$ cat src/rtl/if_stage.sv
// Instruction-fetch stage: owns the PC, issues busywait fetches, loads IF/ID,
// buffers one completed fetch while decode stalls, and handles EX redirects.
module if_stage #(
    parameter logic [31:0] RESET_PC  = 32'h0000_0000,
    parameter logic [31:0] NOP_INSTR = 32'h0000_0013
) (
    input  logic        CLK,
    input  logic        RESET,
    input  logic        STALL,
    input  logic        BRANCH_TAKEN,
    input  logic [31:0] BRANCH_TARGET,
    input  logic        IMEM_BUSY,
    input  logic [31:0] IMEM_READDATA,
    output logic        IMEM_READ,
    output logic [31:0] IMEM_ADDRESS,
    output logic [31:0] PC,
    output logic [31:0] IF_ID_PC,
    output logic [31:0] IF_ID_PC4,
    output logic [31:0] IF_ID_INSTRUCTION,
    output logic        IF_ID_VALID
);

    localparam int unsigned XLEN = 32;
    localparam logic [XLEN-1:0] INSTR_BYTES = XLEN'(4);
    localparam logic [XLEN-1:0] ALIGN_MASK  = ~XLEN'(3);

    typedef enum logic {FETCH = 1'b0, HOLD = 1'b1} state_t;

    typedef struct packed {
        logic [XLEN-1:0] pc;
        logic [XLEN-1:0] pc4;
        logic [XLEN-1:0] instr;
        logic            valid;
    } ifid_t;

    state_t          state_q, state_d;
    logic [XLEN-1:0] pc_q, pc_d;
    ifid_t           ifid_q, ifid_d;
    logic [XLEN-1:0] buf_pc_q, buf_pc_d;
    logic [XLEN-1:0] buf_instr_q, buf_instr_d;
    logic            discard_q, discard_d;
    logic [XLEN-1:0] saved_tgt_q, saved_tgt_d;

    logic            accept;
    logic [XLEN-1:0] pc_plus4;
    logic [XLEN-1:0] tgt_aligned;

    assign accept      = (state_q == FETCH) && !IMEM_BUSY;
    assign pc_plus4    = pc_q + INSTR_BYTES;
    assign tgt_aligned = BRANCH_TARGET & ALIGN_MASK;

    // Request is gated by RESET so it drops the moment reset asserts.
    assign IMEM_READ         = RESET && (state_q == FETCH);
    assign IMEM_ADDRESS      = pc_q;
    assign PC                = pc_q;
    assign IF_ID_PC          = ifid_q.pc;
    assign IF_ID_PC4         = ifid_q.pc4;
    assign IF_ID_INSTRUCTION = ifid_q.instr;
    assign IF_ID_VALID       = ifid_q.valid;

    always_ff @(posedge CLK or negedge RESET) begin
        if (!RESET) begin
            state_q     <= FETCH;
            pc_q        <= RESET_PC;
            ifid_q      <= '{pc: '0, pc4: '0, instr: NOP_INSTR, valid: 1'b0};
            buf_pc_q    <= '0;
            buf_instr_q <= '0;
            discard_q   <= 1'b0;
            saved_tgt_q <= '0;
        end else begin
            state_q     <= state_d;
            pc_q        <= pc_d;
            ifid_q      <= ifid_d;
            buf_pc_q    <= buf_pc_d;
            buf_instr_q <= buf_instr_d;
            discard_q   <= discard_d;
            saved_tgt_q <= saved_tgt_d;
        end
    end

    // Next-state: redirect beats stall and accept; a busy request is finished then dropped.
    always_comb begin
        state_d     = state_q;
        pc_d        = pc_q;
        ifid_d      = ifid_q;
        buf_pc_d    = buf_pc_q;
        buf_instr_d = buf_instr_q;
        discard_d   = discard_q;
        saved_tgt_d = saved_tgt_q;

        if (BRANCH_TAKEN) begin
            ifid_d.instr = NOP_INSTR;
            ifid_d.valid = 1'b0;
            state_d      = FETCH;
            if ((state_q == HOLD) || !IMEM_BUSY) begin
                pc_d      = tgt_aligned;
                discard_d = 1'b0;
            end else begin
                saved_tgt_d = tgt_aligned;
                discard_d   = 1'b1;
            end
        end else if (state_q == FETCH) begin
            if (accept) begin
                if (discard_q) begin
                    pc_d      = saved_tgt_q;
                    discard_d = 1'b0;
                end else if (!STALL) begin
                    ifid_d = '{pc: pc_q, pc4: pc_plus4, instr: IMEM_READDATA, valid: 1'b1};
                    pc_d   = pc_plus4;
                end else begin
                    buf_pc_d    = pc_q;
                    buf_instr_d = IMEM_READDATA;
                    pc_d        = pc_plus4;
                    state_d     = HOLD;
                end
            end
        end else if (!STALL) begin
            ifid_d  = '{pc: buf_pc_q, pc4: buf_pc_q + INSTR_BYTES, instr: buf_instr_q, valid: 1'b1};
            state_d = FETCH;
        end
    end

endmodule

$ cat config.mk
export PLATFORM = sky130hd
export DESIGN_NAME = if_stage
export DESIGN_NICKNAME = d
export VERILOG_FILES = /design/src/rtl/if_stage.sv
export SDC_FILE = /design/constraint.sdc
export NUM_CORES = 1
export LEC_CHECK = 0
export CORE_MARGIN = 5
export CORE_UTILIZATION = 30
export DETAILED_ROUTE_END_ITERATION = 8
export PLACE_DENSITY = 0.6
export SYNTH_ARGS = -nofsm -noshare
export SYNTH_HDL_FRONTEND = slang
export SYNTH_SLANG_ARGS = --single-unit
$ cat constraint.sdc
create_clock -name CLK -period 3 [get_ports CLK]
set_input_delay 0.45 -clock CLK [delete_from_list [all_inputs] [get_ports CLK]]
set_output_delay 0.45 -clock CLK [all_outputs]
set_load 0.01 [all_outputs]
== Word level (Yosys, flattened, before mapping) ==
Index checks and enable logic that the tools add are counted.

* Add/sub/neg operators: 2
* Equality and inequality tests: 8
* Muxes and demuxes: 20
* Bitwise logic cells: 4
* Reduce and logical (&&, ||, !) cells: 13

{| class="wikitable"
|+ Operators by type and width
! cell !! count
|-
| two-way mux 97 bit || 5
|-
| two-way mux 32 bit || 5
|-
| adder 32 x 3 -> 32 bit (second input constant) || 2
|-
| two-way mux 33 bit || 1
|-
| AND reduction 5 bit || 2
|-
| two-way mux 1 bit || 9
|-
| != test 3 bit (second input constant) || 3
|-
| != test 2 bit (second input constant) || 3
|-
| != test 4 bit (second input constant) || 1
|-
| inverter 1 bit || 4
|-
| AND reduction 2 bit || 2
|-
| AND reduction 4 bit || 1
|-
| nonzero test 2 bit || 2
|-
| AND reduction 3 bit || 1
|-
| nonzero test 3 bit || 1
|-
| logical AND 1 bit || 2
|-
| != test 2 x 1 -> 1 bit (second input constant) || 1
|-
| logical NOT 1 bit || 1
|-
| logical OR 1 bit || 1
|}

* Bits in registers: 225
* Output and inout bits: 162
* Logic and storage cells: 57

== Longest topological paths before layout ==
Gate-level depths: netlist (run 1).

* Word-level depth: 6
* Depth in mapped cells: 8
* Depth with buffers taken out: 6

== Worst setup path after synthesis (run 1) ==
No wires, ideal clock.

* Path kind: register -> register
* Start point: register pc_q[4] (netlist: IMEM_ADDRESS[4])
* End point: register ifid_q (netlist bit IF_ID_PC4[27])
* Data arrival time: 2.122 ns
* Required time: 2.874 ns
* Path slack: 0.752 ns
* Cell stages (with the launch flop): 8
* Buffers on the path: 2
* Path through: dfrtp_1 -> clkbuf_1 -> nand3_1 -> nor4_1 -> clkbuf_1 -> nand4_1 -> xnor2_1 -> a221o_1

* Longest elaborated chain between the ends: 5

{| class="wikitable"
|+ Ends and longest elaborated chain
! item !! line !! text
|-
| start, declared || 37 || <nowiki>logic [XLEN-1:0] pc_q, pc_d;</nowiki>
|-
| start signal, assigned || 72 || <nowiki>pc_q <= pc_d;</nowiki>
|-
| adder 32 x 3 -> 32 bit || 49 || <nowiki>assign pc_plus4 = pc_q + INSTR_BYTES;</nowiki>
|-
| two-way mux 97 bit || 107 || <nowiki>end else if (!STALL) begin</nowiki>
|-
| two-way mux 97 bit || 104 || <nowiki>if (discard_q) begin</nowiki>
|-
| two-way mux 97 bit || 103 || <nowiki>if (accept) begin</nowiki>
|-
| two-way mux 97 bit || 102 || <nowiki>end else if (state_q == FETCH) begin</nowiki>
|-
| end signal, assigned || 65 || <nowiki>ifid_q <= '{pc: '0, pc4: '0, instr: NOP_INSTR, valid: 1'b0};</nowiki>
|-
| end signal, assigned || 73 || <nowiki>ifid_q <= ifid_d;</nowiki>
|-
| end, declared || 38 || <nowiki>ifid_t ifid_q, ifid_d;</nowiki>
|}

No other way between the ends. The select of a mux whose other input is x is not followed.
A chain may end at the register's enable or synchronous reset.

== Final worst setup path (run 1) ==
* Start point: register state_q
* End point: output port IMEM_READ

* Longest elaborated chain between the ends: 2

{| class="wikitable"
|+ Ends and longest elaborated chain
! item !! line !! text
|-
| start, declared || 36 || <nowiki>state_t state_q, state_d;</nowiki>
|-
| start signal, assigned || 71 || <nowiki>state_q <= state_d;</nowiki>
|-
| inverter 1 bit (no line) || n/a ||
|-
| logical AND 1 bit || 53 || <nowiki>assign IMEM_READ = RESET && (state_q == FETCH);</nowiki>
|-
| end, declared || 14 || <nowiki>output logic IMEM_READ,</nowiki>
|}

No other way between the ends.

==> results_dict.tcl, run 1 <==
set metrics [dict create \
    status "completed" \
    wl_per_cell_um 20.1 \
    tightest_slew_ns 0.831 \
    cts_max_level 1 \
    drive_gt1_share_pct 14.6 \
    setup_slack_ns 0.433 \
    maxSlewViolCount 0 \
    layout_common_cells "218 x clkdlybuf4s50_1, 213 x dfrtp_1, 120 x nand2_1" \
    cts_resized 0 \
    regArea_um2 5440 \
    relSlewSlack_pct 44.5 \
    clock-sinks 217 \
    grt_pass1_vias 8746 \
    cts.clk_slew.worst_paths_ns 0.06 \
    min_period_over_period_pct 85.6 \
    period_needed_ns 2.57 \
    grt-ovfl-total 0 \
    power_mw 10.6 \
    preCtsSetupSlack_ns 0.373 \
    skew_ns 0.0151 \
    dieArea_um2 40800 \
    synth_edf_count 0 \
    clk_latency_ns 0.52 \
    synth_area_um2 11100 \
    final.fill_count 3535 \
    rows 70 \
    synth_area_per_cell_um2 10.3 \
    fin_setup_tns_ns 0 \
    grt_pass1_wl_um 53600 \
    wl_um 34600 \
    grt_usage_pct 16.3 \
    cp_max_fo 90 \
    cp_top_family "buffers and inverters" \
    numPortBuffers 220 \
    place_hpwl_um 24900 \
    slowest_delay_ns 0.56 \
    die_x_um 202 \
    core_um2 36500 \
    ys_warn_count 0 \
    synth.top_cells.by_area "dfrtp_1 48%, mux2_2 8.9%, mux2i_1 5.9%" \
    fmaxAchievable_ghz 0.390 \
    cp_cell_sequence "buf_12 -> nor2b_1 -> clkdlybuf4s50_1" \
    hold_viol_final 0 \
    async_flop_share_pct 100 \
    vdd_drop_max_mv 0.416 \
    crit_path_start_kind "flip-flop" \
    rrSetupSlack_ns 0.47 \
    hold_buffers 1 \
    area_delta_synth_final_pct 30.9 \
    cp.required_ns 2.55 \
    whs_ns 0.365 \
    cp.arrival_ns 2.12 \
    gp_congestion 0.896 \
    ys.flop_type "dfrtp_1" \
    postRouteAntennaNets 0 \
    routed_via_density 5.19 \
    dr_total_vias 8928 \
    yosys.area.top_type "dfrtp_1" \
    synth_top_area_share_pct 48.4 \
    rsz0062_at_grt "false" \
    cts_tree "done" \
    critPathBufInv 2 \
    setup_viol 0 \
    cp-end-kind "primary output" \
    die_h_um 202 \
    ys_seq_area_share_pct 49.2 \
    start_util_pct 30.3 \
    io_pins 231 \
    slowest_stage "clkdlybuf4s50_1" \
    ys_types 57 \
    multiInputGateArea_um2 4980 \
    cts_root_buf "clkbuf_16" \
    cts_buffer_depth 3 \
    drc 0 \
    syn_inst 1071 \
    cts_setup_buffers 0 \
    drt_iter0_drc 690 \
    crit_type "reg2out" \
    grt_max_degree 113 \
    maxCapViolCount 0 \
    layout_commonest_cell "clkdlybuf4s50_1" \
    cts_buffers 25 \
    ys_ff_latch 217 \
    first_pass_iters 5 \
    hp-class "in2async" \
    power.density_nw_per_um2 733 \
    p_leak_nw 5.75 \
    fin_nets 1305 \
    grt_antenna_before_repair 2 \
]
final timing paths:
kind                                   start               to  depth (start not counted)
worst min-delay path                   RESET  buf_instr_q[26]                          2
max in group asynchronous              RESET     IF_ID_PC[21]                          3
worst max register to register   buf_pc_q[2]    IF_ID_PC4[26]                          6
worst max-delay path                 state_q        IMEM_READ                          3
worst min register to register  IF_ID_PC4[5]     IF_ID_PC4[5]                          2
min in group CLK                IF_ID_PC4[5]     IF_ID_PC4[5]                          2
final cells by class:
cell class | count | area share (%)
clock buffers | 33 | 4.81
inverters | 11 | 0.285
clock inverters | 12 | 1.32
flip-flops and latches | 217 | 37.6
diodes | 1 | 0.0173
repair buffers | 259 | 17.5
multi-input cells | 720 | 34.4
well taps | 468 | 4.05
registers in the layout, indices dropped and copies added (netlist names):
register	flops
IF_ID_PC4	30
saved_tgt_q	30
IF_ID_VALID	1
buf_pc_q	30
discard_q	1
IF_ID_PC	30
state_q	1
buf_instr_q	32
IF_ID_INSTRUCTION	32
IMEM_ADDRESS	30
power breakdown:
part	internal [mW]	switching, mW	total [mW]
registers	3.63	0.747	4.37
clock network	2.06	1.23	3.28
logic	1.60	1.36	2.96
stage by stage:
step	instance area, um^2	util (%)	cells
final	14500	39.6	1721
after global routing	14500	39.6	1720
after CTS	14500	39.6	1720
after detailed placement	13600	37.2	1674
after global placement	13600	37.2	1674
after floorplan	11100	-	1078
synthesized netlist by cell type (6+ instances only):
library cell	count
dfrtp_1	214
nand2_1	120
mux2_2	87
o21ai_0	72
clkbuf_1	70
mux2i_1	65
a21oi_1	39
buf_4	38
o31ai_1	33
nand3_1	29
nor2_1	29
xnor2_1	29
nand4_1	20
and3_1	15
xor2_1	15
buf_1	14
nor3_1	14
a31oi_1	11
inv_1	11
o22ai_1	11
o221ai_1	10
nor4_1	9
o21a_1	9
or4_1	9
a2bb2oi_1	8
nand2b_1	8
o22a_1	8
a221o_1	6
buf_2	6
o211ai_1	6
per-layer routing:
| metal | vias up | part of all wire, % | GRT usage (%) |
|---|---|---|---|
| met2 | 272 | 45 | 24.9 |
| met3 | 48 | 6.0 | 2.62 |
| met1 | 4436 | 47 | 24.3 |
| met5 | - | 0.072 | 0 |
| li1 | 4168 | - | - |
| met4 | 4 | 2.1 | 3.88 |
cell families (layout without fill, tap and decap cells):
group / Yosys count / after routing / synth area share (%)
and+or+nand+nor: 272 / 272 / 11.8
DFF: 217 / 217 / 49.2
muxes: 152 / 152 / 14.7
xor gates and xnor gates: 44 / 44 / 3.49
buffers and inverters: 141 / 315 / 6.17
other: 1 / 9 / 0.0339
AOI/OAI and AO/OA: 242 / 242 / 14.3
adders and majority gates: 2 / 2 / 0.226
Power figures use the tool's default switching activity.
==> run 2, diff against run 1 <==
clock period = 2.9 ns   (was 3 ns; I/O delays follow)
==> run 2 against run 1 <==
  * Die area is the same
  * Total power grew 1.6%
  * Combinational power grew 5%
  * Global-route usage shrank 0.11 points
  * Non-clock buffer count grew 6
  * First-iteration DRC count grew 1.4%
  * Final cell count grew 0.41%
  * Via count shrank 1.7%
  * Largest cell class unchanged
  * Flip-flop and latch count is the same
==> results_dict.tcl, run 2 (synthesis results as in run 1) <==
set metrics [dict create \
    status "completed" \
    crit_path_start_kind "flip-flop" \
    whs_ns 0.325 \
    fin_nets 1311 \
    clock-sinks 217 \
    fin_area_um2 14500 \
    skew_ns 0.0175 \
    setup_viol 0 \
    utilization_pct 39.6 \
    numPortBuffers 220 \
    stdcell_count 1728 \
    cts_root_buf "clkbuf_16" \
    comb_power_share_pct 28.8 \
    cts_buffer_depth 3 \
    wl_um 34500 \
    cts_max_level 1 \
    cp.arrival_ns 2.32 \
    core_um2 36500 \
    grt_antenna_before_repair 2 \
    crit_type "reg2out" \
    rows 70 \
    grt_pass1_vias 8495 \
    io_pins 231 \
    cts_tree "done" \
    cp_max_fo 55 \
    p_seq_share_pct 41.6 \
    power_frac_clock_pct 29.6 \
    grt-ovfl-total 0 \
    grt_usage_pct 16.2 \
    area_delta_synth_final_pct 30.9 \
    hp-class "in2async" \
    grt_pass1_wl_um 53000 \
    wl_per_cell_um 19.9 \
    dr_total_vias 8780 \
    cp.required_ns 2.47 \
    p_leak_nw 5.76 \
    rrSetupSlack_ns 0.40 \
    period_needed_ns 2.75 \
    fmaxAchievable_ghz 0.364 \
    power.density_nw_per_um2 745 \
    relSlewSlack_pct 28.2 \
    grt_max_degree 135 \
    swShare_pct 31.9 \
    place_hpwl_um 24800 \
    die_h_um 202 \
    maxSlewViolCount 0 \
    die_x_um 202 \
    min_period_over_period_pct 94.9 \
    drc 0 \
    postRouteAntennaNets 0 \
    vdd_drop_max_mv 0.391 \
    maxCapViolCount 0 \
    clk_latency_ns 0.52 \
    first_pass_iters 5 \
    cts_buffers 25 \
    hold_viol_final 0 \
    start_util_pct 30.3 \
    cp-end-kind "primary output" \
    p_int_mw 7.34 \
    timing.rr.start "IMEM_ADDRESS[11]" \
    layout_commonest_cell "clkdlybuf4s50_1" \
    final.fill_count 3565 \
    layout_common_cells "218 x clkdlybuf4s50_1, 213 x dfrtp_1, 120 x nand2_1" \
    gp_congestion 0.874 \
    drive_gt1_share_pct 14.9 \
    cts.clk_slew.worst_paths_ns 0.06 \
    power_switching_mw 3.44 \
    dieArea_um2 40800 \
    rsz0062_at_grt "false" \
    r2r.worst_path.cells 5 \
    tightest_slew_ns 1.07 \
    fin_setup_tns_ns 0 \
    placed_cell_area_um2 13600 \
    routed_via_density 5.08 \
    dp_cells 1680 \
    drt_iter0_drc 700 \
    r2r-end "IF_ID_PC4[31]" \
]
run 2: worst max-delay path by stage:
stage	startpoint	to	depth (start not counted)
floorplan	IMEM_ADDRESS[4]	IF_ID_PC4[27]	7
global placement	IMEM_BUSY	IF_ID_INSTRUCTION[7]	6
detailed placement	IMEM_BUSY	IF_ID_INSTRUCTION[8]	7
CTS	state_q	IMEM_READ	3
global route	state_q	IMEM_READ	3
finish	state_q	IMEM_READ	3
run 2: per-layer routing:
metal  up-vias  wire [um]  global-route usage (%)  part of all wire (%)
li1       4168          -                       -                     -
met1      4325      16700                    24.6                    48
met2       247      15300                    24.5                    44
met3        38       1830                    2.21                   5.3
met4         2        609                    3.76                   1.8
met5         -         13                       0                 0.038
run 2: stage by stage:
| step | power, mW | setup WS (ns) |
|---|---|---|
| floorplan | 6.00 | 0.652 |
| CTS | 10.9 | 0.114 |
| global route | 11.4 | 0.0389 |
| finish | 10.8 | 0.149 |
| global placement | 7.59 | 0.260 |
| detailed placement | 7.67 | 0.236 |
run 2: power groups by stage:
stage	registers, mW	clock network (mW)	logic [mW]
after floorplan	4.43	0	1.58
after global placement	4.50	0	3.09
after detailed placement	4.54	0	3.13
after CTS	4.48	3.28	3.14
after global routing	4.59	3.40	3.38
final	4.48	3.19	3.11
run 2: final cells by class:
cell class                 count  area (um^2)  area share (%)
antenna                        1         2.50          0.0173
sequential                   217         5440            37.6
timing repair buffer         265         2580            17.8
clock inverter                 8         97.6           0.675
tap                          468          586            4.05
clock buffer                  38          734            5.08
multi-input combinational    720         4990            34.5
inverter                      11         41.3           0.285
run 2: timing repair:
item / 4_1_cts / 5_1_grt
hold endpoints to repair: 16 / 0
resized for setup: 1 / 0
setup buffers: 0 / 0
endpoints found under the setup margin: 1 / 0
hold buffers: 1 / 0
run 2: worst max-delay path: stages, from the launching register on:
cell and delay [ns]:
dfrtp_4 0.47, buf_4 0.38, nor2b_2 0.34, clkdlybuf4s50_1 0.59
==> run 3, diff against run 2 <==
CAP_MARGIN = 25   (was unset)
==> run 3 against run 2 <==
  * Non-clock buffer count is 1 higher
  * Design area is 0.14% higher
  * Core utilization is 0.055 points higher
  * First-iteration DRC count is 6.0% lower
  * Clock power hardly changed
  * Count of clock-buffer cells in the layout stayed put
  * Hold slack worse by 0.00072 ns
  * Flip-flop and latch count stayed put
  * Clock skew is 0.0015 ns lower
  * Sequential power hardly changed
  * Largest cell class unchanged
  * Largest power group unchanged
==> results_dict.tcl, run 3 (synthesis results as in run 1) <==
set metrics [dict create \
    grt_pass1_vias 8495 \
    cts_buffer_depth 3 \
    core_um2 36500 \
    die_x_um 202 \
    area_delta_synth_final_pct 31.1 \
    status "completed" \
    top_layer_used "met5" \
    grt_max_degree 135 \
    cp-end-kind "primary output" \
    fmaxAchievable_ghz 0.363 \
    swShare_pct 31.9 \
    rsz0062_at_grt "false" \
    first_pass_iters 5 \
    place_hpwl_um 24800 \
    layout_common_cells "218 x clkdlybuf4s50_1, 213 x dfrtp_1, 120 x nand2_1" \
    cts_root_buf "clkbuf_16" \
    wl_um 34500 \
    power.density_nw_per_um2 745 \
    power_mw 10.8 \
    min_period_over_period_pct 94.9 \
    clock-sinks 217 \
    cts_max_level 1 \
    drt_iter0_drc 658 \
    p_int_mw 7.35 \
    cts.clk_slew.worst_paths_ns 0.06 \
    placed_cell_area_um2 13600 \
    stdcell_count 1729 \
    crit_type "reg2out" \
    maxCapViolCount 0 \
    wl_per_cell_um 19.9 \
    dr_total_vias 8790 \
    postRouteAntennaNets 0 \
    fin_area_um2 14500 \
    layout_commonest_cell "clkdlybuf4s50_1" \
    wl_met2_um 15400 \
    power_frac_clock_pct 29.6 \
    power_switching_mw 3.44 \
    hold_viol_final 0 \
    rows 70 \
    gp_congestion 0.874 \
    wl_met3_um 1970 \
    vdd_drop_max_mv 0.393 \
    utilization_pct 39.7 \
    drc 0 \
    drive_gt1_share_pct 15.0 \
    tightest_slew_ns 0.918 \
    clk_latency_ns 0.52 \
    skew_ns 0.0160 \
    die_h_um 202 \
    period_needed_ns 2.75 \
    numPortBuffers 220 \
    cp.arrival_ns 2.32 \
    dp_cells 1680 \
    grt_pass1_wl_um 53000 \
    cp.required_ns 2.47 \
    cts_tree "done" \
    comb_power_share_pct 28.9 \
    grt_antenna_before_repair 2 \
    fin_nets 1312 \
    grt_usage_pct 16.2 \
    fin_setup_tns_ns 0 \
    crit_path_start_kind "flip-flop" \
    dieArea_um2 40800 \
    cts_buffers 25 \
    relSlewSlack_pct 38.8 \
    cp_max_fo 55 \
    p_seq_share_pct 41.5 \
    hp-class "in2async" \
    setup_viol 0 \
    io_pins 231 \
    start_util_pct 30.3 \
    p_leak_nw 5.77 \
    grt-ovfl-total 0 \
    routed_via_density 5.08 \
    maxSlewViolCount 0 \
    drt-met1-wl_um 16500 \
]
## run 3: final timing paths
check,depth (start not counted),slack [ns],endpoint,startpoint
setup / recovery,3,0.15,IMEM_READ,state_q
hold / removal,2,0.32,IF_ID_INSTRUCTION[16],RESET
setup reg to reg,5,0.39,IF_ID_PC4[31],IMEM_ADDRESS[11]
hold reg to reg,2,0.47,IF_ID_INSTRUCTION[26],IF_ID_INSTRUCTION[26]
max in group asynchronous,3,1.36,state_q,RESET
min in group CLK,2,0.43,state_q,BRANCH_TAKEN
## run 3: per-stage QoR
step	hold WS (ns)	worst slack, ns
2_1_floorplan	0.139	0.652
3_3_place_gp	0.270	0.260
3_5_place_dp	0.270	0.236
4_1_cts	0.304	0.114
5_1_grt	0.342	0.0389
6_report	0.324	0.147
## run 3: final cells by class
type	instances	area, um^2
multi-input combinational	720	4990
inverter	11	41.3
clock inverter	8	97.6
fill	3564	22000
antenna	1	2.50
sequential	217	5440
timing repair buffer	266	2600
clock buffer	38	734
tap	468	586
## run 3: layer usage
metal	GRT usage, %	vias to the layer above
met3	2.21	40
met5	0	-
li1	-	4168
met2	24.5	252
met1	24.6	4328
met4	3.76	2
## run 3: worst max-delay path: stages (launching register included)
cell             delay (ns)
dfrtp_4                0.47
buf_4                  0.38
nor2b_2                0.34
clkdlybuf4s50_1        0.59
## run 3: what timing repair did
item / CTS / global route
resized for setup: 1 / 0
buffers inserted: 0 / 0
setup endpoints to repair: 1 / 0
hold buffers: 1 / 0
hold endpoints to repair: 16 / 0
## run 3: power groups by stage
stage | clock [mW] | combinational, mW | sequential (mW)
3_3_place_gp | 0 | 3.09 | 4.50
6_report | 3.19 | 3.11 | 4.48
4_1_cts | 3.28 | 3.14 | 4.48
5_1_grt | 3.40 | 3.38 | 4.59
3_5_place_dp | 0 | 3.13 | 4.54
2_1_floorplan | 0 | 1.58 | 4.43
